`src/rtl/imem_pkg.sv`:
```
// Shared types and constants for the instruction-memory load controller.
// The state enum is used by the controller FSM; the constants by the controller and packer.
package imem_pkg;

  typedef enum logic [1:0] {
    ST_IDLE    = 2'd0,
    ST_COLLECT = 2'd1,
    ST_WRITE   = 2'd2,
    ST_DONE    = 2'd3
  } state_t;

  localparam logic [31:0] NOP_INSN   = 32'h00000013;
  localparam int          WORD_BYTES = 4;

endpackage

```
`src/rtl/imem_word_packer.sv`:
```
// Packs loader bytes big-endian into a 32-bit word; word_full flags the transfer
// that completes a word, so the controller can move to its write cycle.
module imem_word_packer
  import imem_pkg::*;
(
  input  logic        clk,
  input  logic        rst_n,
  input  logic        clear,
  input  logic        shift_en,
  input  logic [7:0]  byte_in,
  output logic [31:0] word,
  output logic        word_full
);

  logic [1:0]  byte_cnt_reg;
  logic [31:0] word_reg;

  // clear only rewinds the byte count; stale bytes are shifted out by the next word
  always_ff @(posedge clk or negedge rst_n) begin
    if (!rst_n) begin
      byte_cnt_reg <= '0;
      word_reg     <= '0;
    end else if (clear) begin
      byte_cnt_reg <= '0;
    end else if (shift_en) begin
      byte_cnt_reg <= byte_cnt_reg + 2'd1;
      word_reg     <= {word_reg[23:0], byte_in};
    end
  end

  assign word_full = shift_en && (byte_cnt_reg == 2'(WORD_BYTES - 1));
  assign word      = word_reg;

endmodule

```
`src/rtl/imem_load_ctrl.sv`:
```
// Arbitrates the instruction RAM port between CPU fetch and a byte-serial program
// loader; while a load session runs the CPU is stalled and fed NOPs.
module imem_load_ctrl
  import imem_pkg::*;
#(
  parameter int ADDR_WIDTH = 10
) (
  input  logic                  clk,
  input  logic                  rst_n,
  input  logic                  load_start,
  input  logic [ADDR_WIDTH-1:0] load_base,
  input  logic [ADDR_WIDTH:0]   load_words,
  input  logic                  load_abort,
  input  logic                  byte_valid,
  input  logic [7:0]            byte_data,
  output logic                  byte_ready,
  input  logic [31:0]           cpu_iaddr,
  output logic [31:0]           cpu_idata,
  output logic                  cpu_hold,
  output logic [ADDR_WIDTH-1:0] mem_addr,
  output logic                  mem_we,
  output logic [31:0]           mem_wdata,
  input  logic [31:0]           mem_rdata,
  output logic                  busy,
  output logic                  done
);

  localparam logic [ADDR_WIDTH:0] MAX_WORDS = {1'b1, {ADDR_WIDTH{1'b0}}};

  state_t                state_reg, state_next;
  logic [ADDR_WIDTH-1:0] base_reg;
  logic [ADDR_WIDTH:0]   count_reg;
  logic [ADDR_WIDTH:0]   widx_reg;
  logic [ADDR_WIDTH:0]   widx_next;
  logic [ADDR_WIDTH:0]   sat_words;
  logic [ADDR_WIDTH-1:0] wr_addr;
  logic                  word_full;
  logic                  unused_iaddr_bits;

  assign sat_words = (load_words > MAX_WORDS) ? MAX_WORDS : load_words;
  assign widx_next = widx_reg + 1'b1;
  assign wr_addr   = base_reg + widx_reg[ADDR_WIDTH-1:0];

  always_ff @(posedge clk or negedge rst_n) begin
    if (!rst_n) begin
      state_reg <= ST_IDLE;
      base_reg  <= '0;
      count_reg <= '0;
      widx_reg  <= '0;
    end else begin
      state_reg <= state_next;
      if (state_reg == ST_IDLE && load_start) begin
        base_reg  <= load_base;
        count_reg <= sat_words;
        widx_reg  <= '0;
      end else if (state_reg == ST_WRITE && !load_abort) begin
        widx_reg  <= widx_next;
      end
    end
  end

  imem_word_packer u_packer (
    .clk       (clk),
    .rst_n     (rst_n),
    .clear     (state_reg == ST_IDLE),
    .shift_en  (byte_valid && byte_ready),
    .byte_in   (byte_data),
    .word      (mem_wdata),
    .word_full (word_full)
  );

  // abort suppresses the write strobe and done pulse in the same cycle it is seen
  assign byte_ready = (state_reg == ST_COLLECT);
  assign mem_we     = (state_reg == ST_WRITE) && !load_abort;
  assign done       = (state_reg == ST_DONE) && !load_abort;
  assign busy       = (state_reg != ST_IDLE);
  assign cpu_hold   = busy;

  always_comb begin
    state_next = state_reg;
    mem_addr   = cpu_iaddr[ADDR_WIDTH+1:2];
    cpu_idata  = NOP_INSN;
    case (state_reg)
      ST_IDLE: begin
        cpu_idata = mem_rdata;
        if (load_start) state_next = (sat_words == '0) ? ST_DONE : ST_COLLECT;
      end
      ST_COLLECT: begin
        mem_addr = wr_addr;
        if (word_full) state_next = ST_WRITE;
      end
      ST_WRITE: begin
        mem_addr   = wr_addr;
        state_next = (widx_next == count_reg) ? ST_DONE : ST_COLLECT;
      end
      ST_DONE: state_next = ST_IDLE;
      default: state_next = ST_IDLE;
    endcase
    if (state_reg != ST_IDLE && load_abort) state_next = ST_IDLE;
  end

  assign unused_iaddr_bits = ^{cpu_iaddr[31:ADDR_WIDTH+2], cpu_iaddr[1:0]};

endmodule

```
`config.mk`:
```
export PLATFORM = sky130hd
export DESIGN_NAME = imem_load_ctrl
export DESIGN_NICKNAME = d
export VERILOG_FILES = /design/src/rtl/imem_pkg.sv /design/src/rtl/imem_word_packer.sv /design/src/rtl/imem_load_ctrl.sv
export SDC_FILE = /design/constraint.sdc
export NUM_CORES = 1
export LEC_CHECK = 0
export ABC_AREA = 1
export BUFFER_PORTS_ARGS = -buffer_cell sky130_fd_sc_hd__buf_2
export CORE_MARGIN = 2
export CORE_UTILIZATION = 40
export DETAILED_ROUTE_END_ITERATION = 10
export HOLD_SLACK_MARGIN = 0.03
export PLACE_DENSITY_LB_ADDON = 0.25
export SKIP_LAST_GASP = 1
export SLEW_MARGIN = 20
export SYNTH_ARGS = -nofsm -noshare
export SYNTH_HDL_FRONTEND = slang
export SYNTH_HIERARCHICAL = 1
export SYNTH_SLANG_ARGS = --single-unit
export TNS_END_PERCENT = 100
```
`constraint.sdc`:
```
create_clock -name clk -period 4.5 [get_ports clk]
set_clock_uncertainty 0.05 [all_clocks]
set_input_delay 0.675 -clock clk [delete_from_list [all_inputs] [get_ports clk]]
set_output_delay 0.675 -clock clk [all_outputs]
set_load 0.05 [all_outputs]
```
==> impl_metrics.tcl, run 1 <==
set metrics [dict create \
    status "finished clean" \
    synth_area_per_cell_sq_um 7.32 \
    grt_util_met2_pct 33.4 \
    cp.arrival_ns 2.55 \
    ioPinCount 177 \
    wl_per_cell_um 12.4 \
    cp_max_fo 7 \
    grt_max_degree 59 \
    numCtsBuffers 9 \
    syn-cell-area_sq_um 4150 \
    slowest_delay_ns 0.47 \
    use_met3_pct 3.46 \
    synth_edf_count 0 \
    setup_viol_count_final 0 \
    ys_warn_count 6 \
    drtIter0Drc 273 \
    power_density_nw_per_um2 754 \
    ys.flop_type "dfrtp_1" \
    slew_violations 0 \
    ant_nets 0 \
    core_sq_um 10200 \
    clk-insertion-delay-late_ns 0.35 \
    synth_common_cells "nand2_1, inv_1, dfrtp_1, nand3_1" \
    yosysTopAreaCell "dfrtp_1" \
    clock_path_buffers 2 \
    cp-start-kind "flip-flop" \
    busiest_layer "met2" \
    critPathKind "reg -> out" \
    cts-root-buf "clkbuf_8" \
    vias 4013 \
    dieArea_sq_um 11200 \
    layout_setup_ws_ns 1.22 \
    hold_class "in -> async" \
    place_ws_ns 1.58 \
    ys_top_cells_by_area "dfrtp_1, nand2_1, nand3_1" \
    grt.overflow.total 0 \
    use_met1_pct 25.1 \
    crit_top_cell "nand2_1" \
    path_cells "ha_1 -> fa_1 -> a21oi_1 -> o21bai_1 -> nand2_1 -> nand2_1 -> a21oi_1 -> or2_1 -> nand3_1 -> nand2_1 -> buf_2" \
    antenna_found_initial 0 \
    yosysTopAreaCellShare_pct 41.1 \
    maxCapViolCount 0 \
    cts_max_level 3 \
    cts_hold_buf 0 \
    routabilityCongestion 0.863 \
    worstSetupEndpointType "output port" \
    grtUsageTotal_pct 19.9 \
    dp_hpwl_mm 8.15 \
    drt-total-wl_mm 10.6 \
    worst_pin_slew_ns 0.714 \
    clock-sinks 68 \
    largest_reg_flops 32 \
    die_x_um 106 \
    stdcell_count 854 \
    grt_pass1_vias 3986 \
    cp.required_ns 3.77 \
    finalNetCount 828 \
    yosysSeqAreaShare_pct 41.1 \
    postSynthCellCount 566 \
    initial_core_util_pct 40.7 \
    avgViaCountPerCell 4.70 \
    diodes 0 \
    period_needed_ns 3.28 \
    synth.net_count 680 \
    fmax_ghz 0.305 \
    synth_cell_types 36 \
    p_leak_nw 3.05 \
    first_pass_iters 4 \
    synthArstFlopShare_pct 100 \
    timing.hold.ws_ns 0.130 \
    grt_pass1_wl_mm 17.9 \
    cts_tree "built" \
    vdd.ir_drop.worst_uv 495 \
    period_share_pct 72.8 \
    area_delta_synth_final_pct 23.2 \
    std_cell_rows 37 \
    drive_above_1_share_pct 29.7 \
    dp_cells 839 \
    die_h_um 106 \
    portBuffers 154 \
    rsz0062_at_grt "false" \
    slew_headroom_pct 52.4 \
    cp_slowest_cell "dfrtp_1" \
    finalHoldViolations 0 \
    synth_most_common_cell "nand2_1" \
    postCtsSetupBuffers 0 \
    drcViolationCount 0 \
    cts.repair.resized 0 \
    synth-seq-cells 68 \
    fin_setup_tns_ns 0 \
    cts.clk_slew.worst_paths_ns 0.07 \
]
-- report_power, final --
part	switching (mW)	leakage (nW)	internal, mW
registers	0.166	0.887	0.836
clock network	0.226	0.0779	0.194
logic	1.87	2.08	0.556
total	2.27	3.05	1.59
-- worst max-delay path, delay by kind of cell (launching register included) --
kind                       cells  cell delay (ns)
adders and majority gates      2             0.70
DFF                            1             0.47
AOI/OAI and AO/OA              3             0.40
and+or+nand+nor                5             0.39
buffers and inverters          1             0.25
-- metal layers --
layer | vias up | wire, um | share of wire, %
met4 | 0 | 206 | 1.9
met1 | 1763 | 4670 | 44
met3 | 16 | 717 | 6.8
li1 | 2076 | - | -
met2 | 158 | 4980 | 47
met5 | - | 0 | 0
-- placed cells by master (no fill, tap or decap) --
cell type / count
or2_1: 1
clkinv_2: 3
o21ai_0: 16
fa_1: 1
nor4_1: 1
clkinvlp_4: 2
a21o_1: 1
inv_4: 1
inv_1: 71
xor2_1: 4
o22ai_1: 14
clkbuf_1: 1
buf_4: 3
nor2_1: 25
a21oi_1: 12
nand3_1: 66
dfrtp_1: 68
o31a_1: 1
nor3_1: 2
nor2_4: 2
ha_1: 15
o21ai_1: 1
nand2_1: 198
clkbuf_8: 9
or2_2: 5
o21bai_1: 1
nor2_2: 2
nand3_2: 2
a31oi_1: 1
nor3b_1: 2
buf_2: 154
nand2_8: 1
nor3_2: 1
nand2_2: 25
nand4_1: 3
inv_2: 3
-- final timing paths --
kind / slack (ns) / to / depth (start not counted) / start
max: 1.22 / mem_addr[6] / 11 / widx_reg[0]
min: 0.13 / u_packer/byte_cnt_reg[1] / 1 / rst_n
max reg2reg: 1.97 / widx_reg[3] / 8 / state_reg[0]
min reg2reg: 0.43 / u_packer/byte_cnt_reg[1] / 2 / u_packer/byte_cnt_reg[1]
max in group asynchronous: 3.28 / u_packer/word[11] / 2 / rst_n
min in group clk: 0.43 / u_packer/byte_cnt_reg[1] / 2 / u_packer/byte_cnt_reg[1]
-- logic make-up (layout without fill, tap and decap cells) --
group,Yosys count,after routing,synth area share (%)
adders and majority gates,16,16,5.01
AOI/OAI and AO/OA,47,47,6.34
xor gates and xnor gates,4,4,0.845
buffers and inverters,95,247,10.7
DFF,68,68,41.1
and+or+nand+nor,336,336,36.1
-- final cells by class --
type,count,area (sq um)
fillers,1036,5080
multi-input cells,403,2000
flip-flops and latches,68,1700
repair buffers,157,793
inverters,75,284
well taps,136,170
clock buffers,10,128
clock inverters,5,30.0
-- through the flow --
stage | power [mW] | area (sq um) | utilization, %
floorplan | 2.96 | 4150 | -
global placement | 3.42 | 4950 | 48.6
detailed placement | 3.46 | 4950 | 48.6
CTS | 3.88 | 5110 | 50.2
global route | 4.11 | 5110 | 50.2
finish | 3.85 | 5110 | 50.2
Power figures use the tool's default switching activity.
==> run 2: changes to the inputs <==
- clock period: 4.5 -> 2.67 ns (I/O delays scaled with it)
==> impl_metrics.tcl, run 2 (synthesis results as in run 1) <==
set metrics [dict create \
    status "finished with violations" \
    violations "setup timing" \
    dp_hpwl_mm 8.26 \
    ant_nets 0 \
    core_sq_um 10200 \
    avgViaCountPerCell 4.72 \
    clock_path_buffers 2 \
    maxCapViolCount 0 \
    fmax_ghz 0.370 \
    n_fill_cell 1030 \
    die_x_um 106 \
    p_leak_nw 3.11 \
    drtIter0Drc 219 \
    cts.clk_slew.worst_paths_ns 0.07 \
    wl_per_cell_um 12.7 \
    area_delta_synth_final_pct 29.0 \
    cts-root-buf "clkbuf_8" \
    diodes 0 \
    stdcell_area_sq_um 5350 \
    hold_class "in -> reg" \
    final_common_cell "nand2_1" \
    initial_core_util_pct 40.7 \
    grt_pass1_vias 3900 \
    ioPinCount 177 \
    slew_violations 0 \
    cp.arrival_ns 2.25 \
    die_h_um 106 \
    vdd.ir_drop.worst_uv 958 \
    grtUsageTotal_pct 20.1 \
    first_pass_iters 4 \
    cp_max_fo 4 \
    layout_setup_ws_ns -0.0340 \
    largest_reg_flops 32 \
    finalHoldViolations 0 \
    grt_pass1_wl_mm 18.1 \
    clk-insertion-delay-late_ns 0.35 \
    grt.overflow.total 0 \
    cts_tree "built" \
    multi_input_area_sq_um 2100 \
    setup_viol_count_final 1 \
    slew_headroom_pct 60.9 \
    critPathKind "reg -> out" \
    dpl-instance-area_sq_um 4990 \
    std_cell_rows 37 \
    dp_cells 842 \
    period_share_pct 101 \
    routabilityCongestion 0.907 \
    dieArea_sq_um 11200 \
    rsz0062_at_grt "true" \
    drive_above_1_share_pct 32.6 \
    finalNetCount 836 \
    worst_pin_slew_ns 0.587 \
    portBuffers 154 \
    power_density_nw_per_um2 1280 \
    final_cell_mix "nand2_1, buf_2, inv_1" \
    drt-total-wl_mm 10.9 \
    timing.hold.ws_ns 0.192 \
    antenna_found_initial 0 \
    cp-start-kind "flip-flop" \
    place_ws_ns 0.136 \
    grt_max_degree 45 \
    numCtsBuffers 9 \
    cp.required_ns 2.22 \
    clock-sinks 68 \
    seqCellArea_sq_um 1710 \
    stdcell_count 863 \
    cts_max_level 3 \
    final_core_util_pct 52.5 \
    worstSetupEndpointType "output port" \
    drcViolationCount 0 \
    vias 4072 \
    period_needed_ns 2.70 \
]
[run 2: changes by cell type in the layout (fill, tap and decap cells not counted), moves of 4 or more]
cell,before,now
buf_4,3,12
buf_2,154,148
ha_1,15,9
ha_4,0,5
o21ai_0,16,12
o21ai_1,1,5
[run 2: what timing repair did]
| action | in CTS | in global routing |
|---|---|---|
| setup buffers | 1 | 3 |
| setup endpoints to repair | 7 | 7 |
| pin swaps | 0 | 4 |
| resized for setup | 12 | 18 |
| hold buffers | 1 | 0 |
| hold endpoints to repair | 24 | 0 |
[run 2: critical path, stage by stage (launching register included)]
cell and delay [ns]:
dfrtp_1 0.41, ha_4 0.19, fa_2 0.38, a21oi_2 0.14, o21bai_2 0.09, nand2_2 0.09
nand2_2 0.05, a21oi_2 0.14, or2_1 0.11, nand3_1 0.06, nand2_1 0.08, buf_6 0.15
[run 2: area by class of cell]
| type | instances | area share (%) |
|---|---|---|
| clock buffers | 13 | 2.78 |
| clock inverters | 3 | 0.866 |
| inverters | 75 | 5.31 |
| multi-input cells | 403 | 39.3 |
| flip-flops and latches | 68 | 31.9 |
| well taps | 136 | 3.18 |
| repair buffers | 165 | 16.7 |
[run 2: power breakdown]
part	internal, mW	switching [mW]	total [mW]
clock network	0.460	0.382	0.841
logic	1.09	3.23	4.31
registers	1.41	0.294	1.70
[run 2: per-stage QoR]
step	power (mW)	TNS (ns)
2_1_floorplan	5.00	0
3_3_place_gp	5.82	0
3_5_place_dp	5.87	0
4_1_cts	6.82	-0.0202
5_1_grt	7.31	-0.391
6_report	6.86	-0.0340
[run 2: per-layer routing]
layer	part of all wire (%)	global-route usage, %
met5	0	0
met2	48	33.8
met3	5.4	2.54
met1	45	26.0
met4	1.8	8.55
[run 2: worst paths after layout]
kind | slack (ns) | endpoint | start | depth (start not counted)
worst min-delay path | 0.19 | base_reg[7] | load_base[7] | 3
worst max register to register | 0.55 | state_reg[1] | widx_reg[0] | 13
worst min register to register | 0.43 | u_packer/word[29] | u_packer/word[29] | 2
min in group asynchronous | 0.53 | u_packer/word[3] | rst_n | 2
worst max-delay path | -0.03 | mem_addr[6] | widx_reg[0] | 11
max in group asynchronous | 1.39 | widx_reg[2] | rst_n | 3
